[config.mk]
export PLATFORM = sky130hd
export DESIGN_NAME = pipeline_ctrl
export DESIGN_NICKNAME = d
export VERILOG_FILES = /design/src/rtl/pipeline_ctrl.sv
export SDC_FILE = /design/constraint.sdc
export NUM_CORES = 1
export LEC_CHECK = 0
export BUFFER_PORTS_ARGS = -buffer_cell sky130_fd_sc_hd__buf_4
export CORE_MARGIN = 2
export CORE_UTILIZATION = 30
export DETAILED_ROUTE_END_ITERATION = 10
export GPL_ROUTABILITY_DRIVEN = 1
export GPL_TIMING_DRIVEN = 0
export PLACE_DENSITY_LB_ADDON = 0.3
export SYNTH_ARGS = -nofsm -noshare
export SYNTH_HDL_FRONTEND = slang
export SYNTH_SLANG_ARGS = --single-unit
[constraint.sdc]
create_clock -name clk -period 6.1 [get_ports clk]
set_clock_uncertainty 0.15 [all_clocks]
set_input_delay 1.525 -clock clk [delete_from_list [all_inputs] [get_ports clk]]
set_output_delay 1.525 -clock clk [all_outputs]
set_load 0.01 [all_outputs]
[src/rtl/pipeline_ctrl.sv]
// Purpose : central sequencer for the five-stage pipeline (run/step, stall, flush, halt drain).
// Latency : enables/flushes are combinational from state and inputs; state and counter update next edge.
// Backpressure: freezes every pipeline register (all enables low) whenever the core is not active.
//
// Ports:
//   clk, rst (async, active-low)    - clock and reset
//   i_run / i_step                  - debug-unit pulses; step wins when both arrive together
//   i_halt_instr                    - halt opcode sitting in ID
//   i_load_use                      - hazard unit load-use stall request
//   i_taken                         - resolved taken branch/jump from EX_MEM
//   o_pc_enable, o_pc_src           - PC update enable and jump-address select
//   o_*_enable / o_*_flush          - per-register enable and flush
//   o_halted, o_running             - status to the debug unit
//   o_cycle_count                   - active cycles since reset (wraps)
module pipeline_ctrl #(
    parameter int DRAIN_CYCLES = 4,
    parameter int CNT_BITS     = 32
) (
    input  logic                clk,
    input  logic                rst,
    input  logic                i_run,
    input  logic                i_step,
    input  logic                i_halt_instr,
    input  logic                i_load_use,
    input  logic                i_taken,
    output logic                o_pc_enable,
    output logic                o_pc_src,
    output logic                o_if_id_enable,
    output logic                o_if_id_flush,
    output logic                o_id_ex_enable,
    output logic                o_id_ex_flush,
    output logic                o_ex_mem_enable,
    output logic                o_ex_mem_flush,
    output logic                o_mem_wb_enable,
    output logic                o_halted,
    output logic                o_running,
    output logic [CNT_BITS-1:0] o_cycle_count
);

    localparam int DW = (DRAIN_CYCLES > 1) ? $clog2(DRAIN_CYCLES) : 1;

    typedef enum logic [1:0] {
        IDLE   = 2'd0,
        RUN    = 2'd1,
        DRAIN  = 2'd2,
        HALTED = 2'd3
    } state_t;

    state_t        state;
    logic          run_mode;
    logic          run_mode_nxt;
    logic [DW-1:0] drain_cnt;
    logic          active;
    logic          halt_take;

    // Step has priority over run when both pulse in the same cycle.
    assign run_mode_nxt = i_step ? 1'b0 : (i_run ? 1'b1 : run_mode);

    // A step while running pauses: that cycle is not active. Gating with rst
    // forces every output low the instant reset asserts, even if i_step is high.
    assign active = rst & ( ((state == RUN) & ~i_step)
                          | ((state == IDLE) & i_step)
                          | ((state == DRAIN) & (run_mode | i_step)) );

    assign o_halted  = rst & (state == HALTED);
    assign o_running = rst & ((state == RUN) | ((state == DRAIN) & run_mode));

    always_comb begin
        o_pc_enable     = 1'b0;
        o_pc_src        = 1'b0;
        o_if_id_enable  = 1'b0;
        o_if_id_flush   = 1'b0;
        o_id_ex_enable  = 1'b0;
        o_id_ex_flush   = 1'b0;
        o_ex_mem_enable = 1'b0;
        o_ex_mem_flush  = 1'b0;
        o_mem_wb_enable = 1'b0;
        halt_take       = 1'b0;
        if (active) begin
            o_pc_enable     = 1'b1;
            o_if_id_enable  = 1'b1;
            o_id_ex_enable  = 1'b1;
            o_ex_mem_enable = 1'b1;
            o_mem_wb_enable = 1'b1;
            if (i_taken) begin
                // Wrong-path instructions in IF_ID/ID_EX/EX_MEM are squashed.
                o_pc_src       = 1'b1;
                o_if_id_flush  = 1'b1;
                o_id_ex_flush  = 1'b1;
                o_ex_mem_flush = 1'b1;
            end else if (i_load_use) begin
                // Hold PC and IF_ID, inject a bubble into ID_EX.
                o_pc_enable    = 1'b0;
                o_if_id_enable = 1'b0;
                o_id_ex_flush  = 1'b1;
            end else if (state == DRAIN) begin
                o_pc_enable   = 1'b0;
                o_if_id_flush = 1'b1;
            end else if (i_halt_instr) begin
                o_pc_enable   = 1'b0;
                o_if_id_flush = 1'b1;
                halt_take     = 1'b1;
            end
        end
    end

    always_ff @(posedge clk or negedge rst) begin
        if (!rst) begin
            state         <= IDLE;
            run_mode      <= 1'b0;
            drain_cnt     <= '0;
            o_cycle_count <= '0;
        end else begin
            if (state != HALTED) begin
                run_mode <= run_mode_nxt;
            end
            if (active) begin
                o_cycle_count <= o_cycle_count + CNT_BITS'(1);
            end
            case (state)
                IDLE: begin
                    if (i_step) begin
                        if (halt_take) begin
                            state     <= DRAIN;
                            drain_cnt <= DW'(DRAIN_CYCLES - 1);
                        end
                    end else if (i_run) begin
                        state <= RUN;
                    end
                end
                RUN: begin
                    if (i_step) begin
                        state <= IDLE;
                    end else if (halt_take) begin
                        state     <= DRAIN;
                        drain_cnt <= DW'(DRAIN_CYCLES - 1);
                    end
                end
                DRAIN: begin
                    if (active) begin
                        if (i_taken) begin
                            // The halt was on the wrong path: resume where we were.
                            state     <= run_mode_nxt ? RUN : IDLE;
                            drain_cnt <= '0;
                        end else if (drain_cnt == '0) begin
                            state <= HALTED;
                        end else begin
                            drain_cnt <= drain_cnt - DW'(1);
                        end
                    end
                end
                HALTED: begin
                    state <= HALTED;
                end
                default: begin
                    state <= IDLE;
                end
            endcase
        end
    end

endmodule

# ---- Word-level counts from Yosys, hierarchy flattened
# Cells that the tools add are included.
dict set report op_classes {
  mux 41
  n_bitwise 12
  reduce_logical 5
  add_sub_neg 2
  eq_ne 10
}
# op count
set ops {}
lappend ops {{$add 32x1->32 const B} 1}
lappend ops {{$mux 1} 26}
lappend ops {{$mux 2} 13}
lappend ops {{$ne 2x2->1 const B} 4}
lappend ops {{$pmux 2 s4} 1}
lappend ops {{$and 1x1->1} 7}
lappend ops {{$ne 3x3->1 const B} 2}
lappend ops {{$pmux 2 s3} 1}
lappend ops {{$reduce_and 5->1} 1}
lappend ops {{$eq 2x2->1 const B} 2}
lappend ops {{$logic_not 2->1} 2}
lappend ops {{$or 1x1->1} 4}
lappend ops {{$ne 3x2->1 const B} 1}
lappend ops {{$reduce_and 3->1} 1}
lappend ops {{$reduce_bool 3->1} 1}
lappend ops {{$eq 2x1->1 const B} 1}
lappend ops {{$sub 2x1->2 const B} 1}
lappend ops {{$not 1->1} 1}
dict set report totals {
  wordCells 74
  in_bits 7
  output_inout_bits 43
  regBits 37
}

# ---- Depth between registers and ports, before layout
# Gate-level depths: netlist of the first run.
dict set report depth {
  ltp_word 9
  depth_mapped 7
  ltp_nobuf 6
}

# ---- Worst setup path after synthesis of the first run
# Ideal clock, no wire load.
dict set report synth_timing {
  path_type {input-to-output}
  start {in rst}
  end {out o_pc_enable}
  path_slack_ps 1658
  cell_stages 6
  t_required_ps 4425
  path_buffers 2
  t_arrival_ps 2767
  cell_sequence {clkbuf_1 > nor4bb_1 > a21oi_1 > clkbuf_1 > a21oi_1 > o21a_1}
}
dict set report synth_between {
  elab_chain_cells 2
}
# item line
set synth_lines {}
lappend synth_lines {{from (decl)} 20} ;# input logic rst,
lappend synth_lines {{$and 1x1->1} 61} ;# assign active = rst & ( ((state == RUN) & ~i_step)
lappend synth_lines {{$mux 1} 79} ;# if (active) begin
lappend synth_lines {{to (decl)} 26} ;# output logic o_pc_enable,
# No other way between the ends.

# ---- Worst setup path after layout of the first run
# Ends and elaborated chain as after synthesis.

==> results of run 1 <==
[power by group through the flow]
stage,Sequential (mW),Clock (mW),Combinational [mW]
final,0.314,0.165,0.234
after global routing,0.320,0.184,0.260
after CTS,0.313,0.172,0.236
after detailed placement,0.318,0,0.237
after global placement,0.317,0,0.233
after floorplan,0.318,0,0.145
[per-layer routing]
metal,vias to the layer above,track usage (%),part of all wire (%)
met1,806,17.2,49
met2,53,20.2,44
met4,0,3.84,0.86
li1,836,-,-
met5,-,0,0
met3,5,3.62,6.4
[synthesized netlist by cell type]
cell | count | area share, %
a21o_1 | 2 | 0.73
a21oi_1 | 9 | 2.2
and3_1 | 4 | 1.2
and4_1 | 5 | 2.1
buf_1 | 2 | 0.37
buf_2 | 1 | 0.24
buf_4 | 3 | 1.1
buf_6 | 2 | 1.1
clkbuf_1 | 5 | 0.92
dfrtp_1 | 37 | 45
ha_1 | 2 | 1.2
inv_1 | 10 | 1.8
nand2_1 | 14 | 2.6
nand2b_1 | 1 | 0.31
nand3_1 | 14 | 3.4
nand3b_1 | 1 | 0.37
nand4_1 | 5 | 1.5
nand4_2 | 1 | 0.61
nand4b_1 | 1 | 0.43
nor2_1 | 14 | 2.6
nor2b_1 | 4 | 1.2
nor3_1 | 8 | 2.0
nor3b_1 | 1 | 0.37
nor4_1 | 10 | 3.1
nor4_4 | 3 | 3.1
nor4bb_1 | 1 | 0.49
o2111ai_1 | 1 | 0.43
o21a_1 | 1 | 0.37
o21ai_0 | 1 | 0.24
o22a_1 | 1 | 0.43
o22a_2 | 1 | 0.49
o22a_4 | 1 | 0.86
o22ai_1 | 2 | 0.61
o31a_1 | 1 | 0.43
o31ai_1 | 1 | 0.37
o32a_1 | 2 | 0.98
or2_2 | 1 | 0.31
or3_1 | 1 | 0.31
or3b_4 | 1 | 0.55
xnor2_1 | 5 | 2.1
xor2_1 | 26 | 11
[worst max path at each step]
stage / endpoint / cells past startpoint / start / slack, ps
CTS: o_pc_enable / 8 / rst / 950
floorplan: o_pc_enable / 6 / rst / 1660
finish: o_pc_enable / 8 / rst / 970
detailed placement: o_pc_enable / 8 / rst / 940
global placement: o_pc_enable / 8 / rst / 950
global route: o_pc_enable / 8 / rst / 700
[sequential cells by signal, indices dropped and copies added, names as in the netlist]
signal	count
state	2
run_mode	1
o_cycle_count	32
drain_cnt	2
[area by class of cell]
class                           count  area, sq um  area share (%)
Multi-Input combinational cell    146         1010            38.9
Inverter                           10         37.5            1.45
Clock buffer                        6         72.6            2.80
Tap cell                           80          100            3.87
Sequential cell                    37          926            35.8
Timing Repair Buffer               48          360            13.9
Buffer                             13         76.3            2.95
Clock inverter                      2         10.0           0.387
[critical path, cell delays in order]
cell and delay [ps]:
buf_4 400, clkbuf_1 340, nor4bb_1 350, a21oi_1 80, clkbuf_1 250, a21oi_1 240, o21a_1 150, buf_4 110
[kinds of logic after synthesis]
kind of cell	share of synthesized area [%]
fa+ha+maj	1.22
xor+xnor	13.3
compound gates	8.13
simple gates	26.5
flops	45.3
buf+inv	5.57
[per-stage QoR]
step / cell area, sq um / hold slack, ps
2_1_floorplan: 2050 / 320
3_3_place_gp: 2510 / 315
3_5_place_dp: 2510 / 319
4_1_cts: 2590 / 331
5_1_grt: 2590 / 367
6_report: 2590 / 325
==> run summary, run 1 <==
========================================================================================================
Status .................................................................................... finished clean
Final routed wirelength across all metal layers ...........................................      4560 um
Highest net fanout along the worst path ...................................................           38
Worst slew margin relative to its limit ...................................................        61.7%
Violation count after the first detailed-routing iteration ................................           45
Maximum number of pins on one net before global-route repair ..............................           39
Worst min-delay path class ................................................................   reg -> reg
Proportion of power drawn by combinational gates ..........................................        32.8%
Residual overflow from global routing .....................................................            0
Sequential cell fraction of total power ...................................................        44.1%
Worst Setup End Kind ......................................................................   output pin
Buffer levels on the longest clock path ...................................................            2
Instance count along the most critical hold path ..........................................            1
Final Non-Filler Cells ....................................................................          342
Reg-to-reg endpoint ....................................................................... o_cycle_count[22]
TritonCTS clock tree ......................................................................          yes
Most frequent cells in the layout ......................................................... buf_4 (51), dfrtp_1 (37), xor2_1 (26)
Overall die height ........................................................................      86.6 um
Vias post-DR ..............................................................................         1700
Port buffer count .........................................................................           48
Post-DP HPWL ..............................................................................      3270 um
Number of placed instances, taps included .................................................          334
Die ar. ...................................................................................   7500 sq um
Power per cell area .......................................................................  276 nW/um^2
Required time of the worst setup path .....................................................      4430 ps
Count of mapped cells out of synthesis ....................................................          206
Aggregate global-route resource usage .....................................................        12.8%
Drt first pass iters ......................................................................            4
Final Total Pwr ...........................................................................     0.713 mW
Floorplan die width .......................................................................      86.6 um
Final cell utilization of the core ........................................................        38.7%
Count of clock tree sinks .................................................................           37
Number of global-route vias before repair .................................................         1628
RR Startpoint ............................................................................. o_cycle_count[2]
Worst reg2reg path depth ..................................................................            5
Fraction of the yosys area taken by sequential cells ......................................        45.3%
Clock Power Share .........................................................................        23.1%
Resized Gates After CTS ...................................................................            0
Static power due to leakage ...............................................................      1.32 nW
Post-synth design cell area ...............................................................   2050 sq um
Switching Fraction ........................................................................        34.3%
Net load switching power ..................................................................     0.245 mW
Ports placed on the boundary ..............................................................           50
Worst-skew pair later-pin latency .........................................................       290 ps
Max Freq ..................................................................................      195 MHz
Max-slew violations .......................................................................            0
Nets ......................................................................................          270
Worst-case register-to-register setup slack ...............................................      4060 ps
Worst slack at placement ..................................................................       940 ps
Total count of hold-check failures in the final report ....................................            0
Yosys warning total .......................................................................            0
Crit share post-route .....................................................................        84.2%
Initial antenna violation count ...........................................................            0
Critical path class .......................................................................    in -> out
ANT nets after route ......................................................................            0
TritonCTS Buffers .........................................................................            5
Count of state elements after synthesis ...................................................           37
Arrival time of the worst setup path ......................................................      3460 ps
Row count .................................................................................           30
Startpoint type of the worst setup path ................................................... primary input
Setup Fix Bufs, Post-CTS ..................................................................            0
Cell Int Power ............................................................................     0.469 mW
Unrepaired setup endpoints after global routing ...........................................           no
Slack of the critical path ................................................................       966 ps
Number of maximum-capacitance violations ..................................................            0
Launch point of the worst hold path ....................................................... o_cycle_count[31]
Post-CTS clock slew at the launch and capture registers of the worst setup and hold paths .        80 ps
Routability cong. .........................................................................        0.739
Fraction of final layout cells with drive strength greater than 1 .........................        26.3%
Fill cell instance count of the final layout ..............................................          704
Average cell area after synthesis .........................................................   9.93 sq um
Core outline area .........................................................................   6680 sq um
Min Clock Period, post-route ..............................................................      5130 ps
Number of distinct library cells after synthesis ..........................................           41
Terminating pin of the worst hold path .................................................... o_cycle_count[31]
Antenna Diode Count .......................................................................            0
Cell chosen for the clock root ............................................................     clkbuf_8
Slew @ Worst Pin ..........................................................................       575 ps
Initial standard-cell utilization of the core .............................................        30.6%
Via-to-Cell Ratio .........................................................................         4.97
Wire length of the first global-routing pass ..............................................      7670 um
Synthesis-to-finish area growth ...........................................................        26.5%
Number of DRC violations after detailed routing ...........................................            0
Routed len/inst ...........................................................................      13.3 um
Accumulated negative setup slack ..........................................................         0 ps
Setup violation total in the final timing report ..........................................            0
Most common cell after layout, fill and taps aside ........................................        buf_4
CTS H-tree depth ..........................................................................            2
Net count of the mapped netlist ...........................................................          215
Number of buffers inserted for hold repair after clock tree synthesis .....................            0
IR drop worst, VDD ........................................................................     0.126 mV
========================================================================================================
Note: power is estimated with default switching activity, not from simulation.
==> run 2: changes to the inputs <==
Clock period 6.1 ns to 4.55 ns, I/O delays scaled along.
==> run 2 against run 1 <==
Compared with the run above: via count is 0.65% lower; critical path depth unchanged; total power is 34% higher; cell area increased by 0.15%; sequential share of layout area down 0.052 points; global-route usage unchanged; cell count did not move; largest cell class unchanged; highest routed layer unchanged.
==> run summary, run 2 (same netlist as run 1, synthesis figures left out) <==
========================================================================================================
Resized Gates After CTS ...................................................................            0   unchanged
Initial standard-cell utilization of the core .............................................        30.6%   unchanged
Worst-skew pair later-pin latency .........................................................       290 ps   about the same
Ports placed on the boundary ..............................................................           50   unchanged
Worst slack at placement ..................................................................       165 ps   -775 ps
Delay contributed by the slowest stage of the critical path ...............................       350 ps   -50 ps
Total count of hold-check failures in the final report ....................................            0   unchanged
Initial antenna violation count ...........................................................            0   unchanged
Most frequent cells in the layout ......................................................... buf_4 (50), dfrtp_1 (37), xor2_1 (26)
Post-Layout Inst Area .....................................................................   2590 sq um   +0.15%
Core outline area .........................................................................   6680 sq um   unchanged
Flip-flop count of the largest register after layout ......................................           32   unchanged
TritonCTS clock tree ......................................................................          yes
CP Buf/Inv Count ..........................................................................            4   unchanged
Static power due to leakage ...............................................................      1.32 nW   about the same
Crit share post-route .....................................................................        93.2%
Row count .................................................................................           30   unchanged
TritonCTS Buffers .........................................................................            5   unchanged
Critical path class .......................................................................    in -> out
Via-to-Cell Ratio .........................................................................         4.94   -0.65%
Min Hold Slack ............................................................................       325 ps   +0.00400 ps
Largest delay contributor family on the critical path ..................................... buffers and inverters
Startpoint type of the worst setup path ................................................... primary input
Max Freq ..................................................................................      236 MHz
Vias post-DR ..............................................................................         1689   -0.65%
Max-slew violations .......................................................................            0   unchanged
Drt first pass iters ......................................................................            4   unchanged
Aggregate global-route resource usage .....................................................        12.8%   unchanged
CTS H-tree depth ..........................................................................            2   unchanged
Routed len/inst ...........................................................................      13.3 um   -0.55%
Worst min-delay path class ................................................................   reg -> reg
Master of the slowest instance on the critical path .......................................     nor4bb_1
Setup Fix Bufs, Post-CTS ..................................................................            0   unchanged
Most common cell after layout, fill and taps aside ........................................        buf_4
Required time of the worst setup path .....................................................      3260 ps   -1170 ps
Number of maximum-capacitance violations ..................................................            0   unchanged
Cell chosen for the clock root ............................................................     clkbuf_8
Number of buffers inserted for hold repair after clock tree synthesis .....................            0   unchanged
ANT nets after route ......................................................................            0   unchanged
Accumulated negative setup slack ..........................................................         0 ps   unchanged
Post-DP HPWL ..............................................................................      3270 um   unchanged
Power per cell area .......................................................................  369 nW/um^2   +34%
Maximum number of pins on one net before global-route repair ..............................           39   unchanged
Final routed wirelength across all metal layers ...........................................      4540 um   -0.55%
IR drop worst, VDD ........................................................................     0.168 mV   +33%
Residual overflow from global routing .....................................................            0   unchanged
Worst slew margin relative to its limit ...................................................        61.3%   -0.42 points
Nets ......................................................................................          270   unchanged
Overall die height ........................................................................      86.6 um   unchanged
Floorplan die width .......................................................................      86.6 um   unchanged
Final Non-Filler Cells ....................................................................          342   unchanged
Largest registers ranked by flip-flop count ............................................... o_cycle_count (32), drain_cnt (2), state (2)
Buffer levels on the longest clock path ...................................................            2   unchanged
Final cell utilization of the core ........................................................        38.8%   +0.056 points
Port buffer count .........................................................................           48   unchanged
Status .................................................................................... finished clean
Slack of the critical path ................................................................       310 ps   -655 ps
Worst Setup End Kind ......................................................................   output pin
Arrival time of the worst setup path ......................................................      2950 ps   -510 ps
Unrepaired setup endpoints after global routing ...........................................           no
Highest net fanout along the worst path ...................................................           38   unchanged
Synthesis-to-finish area growth ...........................................................        26.7%
Wire length of the first global-routing pass ..............................................      7670 um   unchanged
Routability cong. .........................................................................        0.739   unchanged
Post-CTS clock slew at the launch and capture registers of the worst setup and hold paths .        80 ps   about the same
Antenna Diode Count .......................................................................            0   unchanged
Series of cell instances along the critical path .......................................... buf_6 > clkbuf_1 > nor4bb_1 > a21oi_1 > clkbuf_1 > a21oi_1 > o21a_1 > buf_4
Violation count after the first detailed-routing iteration ................................           49   +8.9%
Fraction of final layout cells with drive strength greater than 1 .........................        26.3%   unchanged
Min Clock Period, post-route ..............................................................      4240 ps
Final Total Pwr ...........................................................................     0.956 mW   +34%
Setup violation total in the final timing report ..........................................            0   unchanged
Cell area reported after detailed placement ...............................................   2510 sq um   unchanged
Number of placed instances, taps included .................................................          334   unchanged
Number of DRC violations after detailed routing ...........................................            0   unchanged
Register containing the most flip-flops in the final layout ............................... o_cycle_count
Number of global-route vias before repair .................................................         1628   unchanged
Count of clock tree sinks .................................................................           37   unchanged
Slew @ Worst Pin ..........................................................................       581 ps   +6.30 ps
Die ar. ...................................................................................   7500 sq um   unchanged
========================================================================================================
run 2: cell counts in the layout (fill, tap and decap cells not counted):
No cell type changed its count.
run 2: where the power goes:
part           leakage (nW)  internal (mW)  switching, mW  total, mW
registers             0.483          0.370         0.0505      0.420
logic                 0.797          0.153          0.161      0.313
clock network        0.0450          0.106          0.116      0.222
run 2: layout make-up:
| class | count | area [sq um] |
|---|---|---|
| Fill cell | 703 | 4090 |
| Multi-Input combinational cell | 146 | 1010 |
| Sequential cell | 37 | 926 |
| Timing Repair Buffer | 48 | 364 |
| Tap cell | 80 | 100 |
| Buffer | 13 | 76.3 |
| Clock buffer | 6 | 72.6 |
| Inverter | 10 | 37.5 |
| Clock inverter | 2 | 10.0 |
run 2: layer usage:
metal	routed length, um	global-route usage, %
met1	2180	17.2
met5	0	0
met4	55	3.84
met3	297	3.62
met2	2010	20.2
run 2: worst reg2reg max path: stages, from the launching register on:
cell and delay [ps]:
dfrtp_1 340, clkbuf_1 300, nor4bb_1 280, a21oi_1 80, clkbuf_1 250, nor3_1 350, o22ai_1 150
run 2: path summary, 6_finish.rpt:
check	start	endpoint	slack [ps]	cells after the start
worst max-delay path	rst	o_pc_enable	310	8
worst min-delay path	o_cycle_count[31]	o_cycle_count[31]	330	1
worst max register to register	state[0]	state[0]	2520	6
worst min register to register	o_cycle_count[31]	o_cycle_count[31]	330	1
max in group asynchronous	rst	o_cycle_count[18]	3400	1
min in group asynchronous	rst	o_cycle_count[10]	580	1
